[config.mk]
export PLATFORM = sky130hd
export DESIGN_NAME = serial_subtractor
export DESIGN_NICKNAME = d
export VERILOG_FILES = /design/src/rtl/addsub_pkg.sv /design/src/rtl/full_subtractor.sv /design/src/rtl/serial_subtractor.sv
export SDC_FILE = /design/constraint.sdc
export NUM_CORES = 1
export LEC_CHECK = 0
export ABC_CLOCK_PERIOD_IN_PS = 1500
export CORE_MARGIN = 1
export CORE_UTILIZATION = 30
export CTS_BUF_LIST = sky130_fd_sc_hd__clkbuf_16
export CTS_CLUSTER_SIZE = 14
export DETAILED_ROUTE_END_ITERATION = 8
export PLACE_DENSITY_LB_ADDON = 0.05
export SYNTH_ARGS = -nofsm -noshare
export SYNTH_HDL_FRONTEND = slang
export SYNTH_HIERARCHICAL = 1
export SYNTH_SLANG_ARGS = --single-unit
[constraint.sdc]
create_clock -name clk -period 1.5 [get_ports clk]
set_clock_uncertainty 0.05 [all_clocks]
set_input_delay 0.45 -clock clk [delete_from_list [all_inputs] [get_ports clk]]
set_output_delay 0.45 -clock clk [all_outputs]
set_load 0.02 [all_outputs]
[src/rtl/addsub_pkg.sv]
// rtl/addsub_pkg.sv - shared types and limits for the add/sub library
// Contents:
//   state_t    serial subtractor FSM state encoding (IDLE/SHIFT/DONE)
//   WIDTH_MIN  smallest legal operand width
//   WIDTH_MAX  largest legal operand width
package addsub_pkg;

    typedef enum logic [1:0] {
        IDLE  = 2'd0,
        SHIFT = 2'd1,
        DONE  = 2'd2
    } state_t;

    localparam int WIDTH_MIN = 2;
    localparam int WIDTH_MAX = 32;

endpackage

[src/rtl/full_subtractor.sv]
// rtl/full_subtractor.sv - one-bit combinational full-subtractor cell
// Ports:
//   a     in   minuend bit
//   b     in   subtrahend bit
//   bin   in   borrow in
//   d     out  difference bit a - b - bin
//   bout  out  borrow out
module full_subtractor (
    input  logic a,
    input  logic b,
    input  logic bin,
    output logic d,
    output logic bout
);

    assign d    = a ^ b ^ bin;
    // Borrow when a=0,b=1, or when a==b and a borrow is already pending.
    assign bout = (~a & b) | (~(a ^ b) & bin);

endmodule

[src/rtl/serial_subtractor.sv]
// rtl/serial_subtractor.sv - bit-serial subtractor, DIFF = A - B, LSB first
// Optional feature macro: SUB_OVF_EN adds the signed overflow output ovf.
// Ports:
//   clk, rst_n               clock, asynchronous active-low reset
//   start_valid/start_ready  operand request handshake, a/b sampled on accept
//   a, b                     minuend, subtrahend (WIDTH bits)
//   done_valid/done_ready    result handshake
//   diff                     A - B modulo 2^WIDTH, held while done_valid
//   bout                     final borrow, 1 iff A < B unsigned
//   ovf                      signed overflow (SUB_OVF_EN builds only)
module serial_subtractor
    import addsub_pkg::*;
#(
    parameter int WIDTH = 8
) (
    input  logic             clk,
    input  logic             rst_n,
    input  logic             start_valid,
    output logic             start_ready,
    input  logic [WIDTH-1:0] a,
    input  logic [WIDTH-1:0] b,
    output logic             done_valid,
    input  logic             done_ready,
    output logic [WIDTH-1:0] diff,
`ifdef SUB_OVF_EN
    output logic             ovf,
`endif
    output logic             bout
);

    localparam int CW = $clog2(WIDTH);
    localparam logic [CW-1:0] CNT_LAST = CW'(WIDTH - 1);

    state_t           state;
    logic [WIDTH-1:0] a_sr;
    logic [WIDTH-1:0] b_sr;
    logic             borrow;
    logic [CW-1:0]    cnt;
    logic             d_bit;
    logic             borrow_next;
`ifdef SUB_OVF_EN
    logic             a_msb;
    logic             b_msb;
`endif

    full_subtractor u_cell (
        .a    (a_sr[0]),
        .b    (b_sr[0]),
        .bin  (borrow),
        .d    (d_bit),
        .bout (borrow_next)
    );

    always_ff @(posedge clk or negedge rst_n) begin
        if (!rst_n) begin
            state       <= IDLE;
            start_ready <= 1'b1;
            done_valid  <= 1'b0;
            diff        <= '0;
            bout        <= 1'b0;
            a_sr        <= '0;
            b_sr        <= '0;
            borrow      <= 1'b0;
            cnt         <= '0;
`ifdef SUB_OVF_EN
            ovf         <= 1'b0;
            a_msb       <= 1'b0;
            b_msb       <= 1'b0;
`endif
        end else begin
            case (state)
                IDLE: begin
                    if (start_valid) begin
                        a_sr        <= a;
                        b_sr        <= b;
                        borrow      <= 1'b0;
                        cnt         <= '0;
                        start_ready <= 1'b0;
                        state       <= SHIFT;
`ifdef SUB_OVF_EN
                        // Operand MSBs are shifted away, so keep copies.
                        a_msb       <= a[WIDTH-1];
                        b_msb       <= b[WIDTH-1];
`endif
                    end
                end
                SHIFT: begin
                    // Result bits enter at the top so the LSB lands at bit 0
                    // after WIDTH shifts.
                    diff   <= {d_bit, diff[WIDTH-1:1]};
                    a_sr   <= {1'b0, a_sr[WIDTH-1:1]};
                    b_sr   <= {1'b0, b_sr[WIDTH-1:1]};
                    borrow <= borrow_next;
                    if (cnt == CNT_LAST) begin
                        bout       <= borrow_next;
                        done_valid <= 1'b1;
                        state      <= DONE;
`ifdef SUB_OVF_EN
                        // d_bit is the result MSB on the final shift.
                        ovf        <= (a_msb != b_msb) && (d_bit != a_msb);
`endif
                    end else begin
                        cnt <= cnt + CW'(1);
                    end
                end
                DONE: begin
                    if (done_ready) begin
                        done_valid  <= 1'b0;
                        start_ready <= 1'b1;
                        state       <= IDLE;
                    end
                end
                default: begin
                    done_valid  <= 1'b0;
                    start_ready <= 1'b1;
                    state       <= IDLE;
                end
            endcase
        end
    end

endmodule

==> impl_metrics.env, run 1 <==
export IMPL_finalHoldViolCount=0
export IMPL_drt_total_wl_um=3530
export IMPL_clock_fmax_mhz=688
export IMPL_drive_above_1_share=0.160
export IMPL_worstPathRequired_ns=1.00
export IMPL_power_density_cell_area_nw_per_um2=2140
export IMPL_yosys_cell_types_count=27
export IMPL_min_cycle_time_layout_ns=1.45
export IMPL_holdCritPathClass="flip-flop to flip-flop"
export IMPL_proportion_of_synthesized_chip_area_in_sequential_cells=0.533
export IMPL_tritoncts_num_buffers=5
export IMPL_synth_top_family_by_area="simple AND/OR/NAND/NOR gates"
export IMPL_finalCritPeriodShare=0.969
export IMPL_worstPathMaxFanout=2
export IMPL_synth_compound_gate_area_share=0.151
export IMPL_viasPerCell=4.96
export IMPL_netlist_instances=159
export IMPL_syn_area_per_cell_um2=9.77
export IMPL_grt_start_max_net_pins=22
export IMPL_clockBufferDepth=2
export IMPL_worst_path_dominant_cell_family="flip-flops"
export IMPL_yosys_register_bits=33
export IMPL_timing_max_slew_rel_slack=0.800
export IMPL_yosys_area_share_simple=0.211
export IMPL_floorplan_die_width_um=73.9
export IMPL_ioPinCount=31
export IMPL_ctsRootBufferMaster="sky130_fd_sc_hd__clkbuf_16"
export IMPL_postSynth_topFlopCell="sky130_fd_sc_hd__dfrtp_1"
export IMPL_synth_xor_area_frac=0
export IMPL_clock_pin_slew_of_the_registers_on_the_worst_case_setup_and_hold_paths_ns=0.05
export IMPL_synthToLayoutAreaGrowth_pct=38.3
export IMPL_initial_utilization=0.320
export IMPL_timing_worst_setup_path_type="flip-flop to primary output"
export IMPL_arrival_ns=0.95
export IMPL_num_nets_final=222
export IMPL_antenna_violating_nets_post_route=0
export IMPL_cts_sinks=33
export IMPL_run_status="finished clean"
export IMPL_detailedRoute_firstIterationViolations=45
export IMPL_synth_enable_flop_cells=0
export IMPL_asyncSetResetFlopFracSynth=1.00
export IMPL_timing_worst_slew_pin_value_ns=0.299
export IMPL_h_tree_depth=2
export IMPL_first_global_vias=1313
export IMPL_final_critical_path_setup_slack_ns=0.0458
export IMPL_routed_wire_length_per_instance_um=13.2
export IMPL_gp_congestion=0.751
export IMPL_die_y_um=73.9
export IMPL_core_um2=4850
export IMPL_synthesis_nets=182
export IMPL_unrepaired_setup_endpoints_after_global_routing="false"
export IMPL_route_detailed_drc=0
export IMPL_drt_first_pass_iters=4
export IMPL_grt_pass1_wl_um=6090
export IMPL_cpPeakStageDelay_ns=0.37
export IMPL_overall_fraction_of_global_route_tracks_in_use=0.147
export IMPL_commonest_non_fill_non_tap_cells_in_the_layout="sky130_fd_sc_hd__dfrtp_1 (32), sky130_fd_sc_hd__nor3_1 (27), sky130_fd_sc_hd__nand2_1 (27), sky130_fd_sc_hd__clkdlybuf4s50_1 (18)"
export IMPL_yosysWarnings=6
export IMPL_antenna_found_initial=0
export IMPL_place_hpwl_um=2520
export IMPL_synth_fa_ha_area_frac=0.0290
export IMPL_maxCapViolations=0
export IMPL_power_ir_vdd_worst_mv=0.817
export IMPL_antennaDiodeCount=0
export IMPL_row_count=25
export IMPL_crit_path_end_kind="primary output"
export IMPL_path_cells="dlygate4sd2_1"
export IMPL_report_final_setup_viol=0
export IMPL_final_cell_count_no_fill=267
export IMPL_global_route_overflow_total=0
export IMPL_numPlacedInstances=259
export IMPL_die_area_um2=5470
export IMPL_cts_tree="built"
export IMPL_pre_cts_slack_ns=-0.305
export IMPL_routed_via_count=1323
export IMPL_portion_of_netlist_area_occupied_by_mux_cells=0.0169
export IMPL_insertion_delay_ns=0.27
export IMPL_critPathBufInv=1
export IMPL_slew_violations=0
export IMPL_timing_critical_path_from_type="flip-flop"
export IMPL_place_port_buffers=30
export IMPL_cpMaxStageDelayCell="sky130_fd_sc_hd__dfrtp_1"
export IMPL_leakagePower_nw=0.955
export IMPL_finalPower_mw=4.60
export IMPL_final_common_cell="sky130_fd_sc_hd__dfrtp_1"
export IMPL_syn_cell_area_um2=1550
## sequential cells by signal (all words and copies together), names as in the netlist
name / flops
start_ready: 1
done_valid: 1
a_sr: 8
bout: 1
cnt: 3
diff: 8
b_sr: 8
state: 2
borrow: 1
## worst paths after layout
kind	from	end	slack, ns	cells past startpoint
max	diff[2]$_DFFE_PN0P_	diff[2]	0.05	1
min	diff[0]$_DFFE_PN0P_	diff[0]$_DFFE_PN0P_	0.44	2
max reg2reg	cnt[1]$_DFFE_PN0P_	cnt[0]$_DFFE_PN0P_	0.09	5
min reg2reg	diff[0]$_DFFE_PN0P_	diff[0]$_DFFE_PN0P_	0.44	2
max in group asynchronous	rst_n	a_sr[1]$_DFFE_PN0P_	0.66	2
min in group asynchronous	rst_n	diff[6]$_DFFE_PN0P_	0.49	2
## kinds of logic after synthesis
logic type | after synthesis
adder cells (fa/ha/maj) | 3
buffers and inverters | 16
AND/OR/NAND/NOR | 71
AO/OA/AOI/OAI | 34
flip-flops | 33
multiplexers | 2
## routing by layer
metal  vias to the layer above  global-route usage  routed length, um  part of all wire
li1                        644                   -                  -                 -
met1                       642               0.194               1670              0.47
met2                        35               0.242               1700              0.48
met3                         2              0.0366                143             0.040
met4                         0              0.0385                 22            0.0062
met5                         -                   0                  0                 0
## synth_stat cells (2+ instances only)
library cell / number / area share
sky130_fd_sc_hd__nor3_1: 27 / 0.087
sky130_fd_sc_hd__a22o_1: 6 / 0.034
sky130_fd_sc_hd__a21oi_1: 2 / 0.0064
sky130_fd_sc_hd__buf_4: 4 / 0.019
sky130_fd_sc_hd__nand2_1: 27 / 0.065
sky130_fd_sc_hd__inv_1: 3 / 0.0073
sky130_fd_sc_hd__ha_1: 2 / 0.016
sky130_fd_sc_hd__buf_2: 7 / 0.023
sky130_fd_sc_hd__o22ai_1: 14 / 0.056
sky130_fd_sc_hd__nand2_2: 2 / 0.0081
sky130_fd_sc_hd__o32ai_1: 5 / 0.028
sky130_fd_sc_hd__dfrtp_1: 32 / 0.52
sky130_fd_sc_hd__o21ai_0: 5 / 0.016
sky130_fd_sc_hd__nor2_1: 10 / 0.024
## power by group
group | total (mW) | leakage [nW] | internal, mW | switching [mW]
Clock | 1.13 | 0.0826 | 0.771 | 0.356
Combinational | 1.85 | 0.474 | 0.888 | 0.961
Sequential | 1.62 | 0.399 | 1.32 | 0.307
Total | 4.60 | 0.955 | 2.97 | 1.62
## worst reg2reg max path: stages (launching register included)
cell and delay, ns:
sky130_fd_sc_hd__dfrtp_1 0.37, sky130_fd_sc_hd__ha_1 0.20, sky130_fd_sc_hd__ha_4 0.17, sky130_fd_sc_hd__nor2_1 0.06
sky130_fd_sc_hd__mux2_2 0.26, sky130_fd_sc_hd__a22o_1 0.18
## metrics by stage
stage	hold slack (ns)	instance area, um2	TNS [ns]	utilization
after floorplan	0.104	1550	0	-
after global placement	0.413	1990	-3.75	0.410
after detailed placement	0.438	1990	-4.15	0.410
after CTS	0.445	2130	0	0.439
after global routing	0.475	2150	0	0.443
final	0.439	2150	0	0.443
## timing repair
action | 4_1_cts | 5_1_grt
setup endpoints to repair | 12 | 8
hold buffers | 0 | 0
setup buffers | 0 | 0
gates resized for setup | 16 | 10
## final cells by class
type | instances | area, um2
Fill cell | 480 | 2700
Sequential cell | 33 | 827
Multi-Input combinational cell | 110 | 647
Timing Repair Buffer | 45 | 412
Clock buffer | 5 | 125
Tap cell | 67 | 83.8
Clock inverter | 3 | 37.5
Inverter | 4 | 15.0
Note: power is estimated with default switching activity, not from simulation.
==> run 2: changes to the inputs <==
--- a/config.mk
+++ b/config.mk
@@ -9,6 +9,7 @@
 export CORE_MARGIN = 1
 export CORE_UTILIZATION = 30
 export CTS_BUF_LIST = sky130_fd_sc_hd__clkbuf_16
+export CTS_CLUSTER_DIAMETER = 200
 export CTS_CLUSTER_SIZE = 14
 export DETAILED_ROUTE_END_ITERATION = 8
 export PLACE_DENSITY_LB_ADDON = 0.05
==> results of run 2 <==
The final DEF is identical to that of run 1; final timing and power are the same.
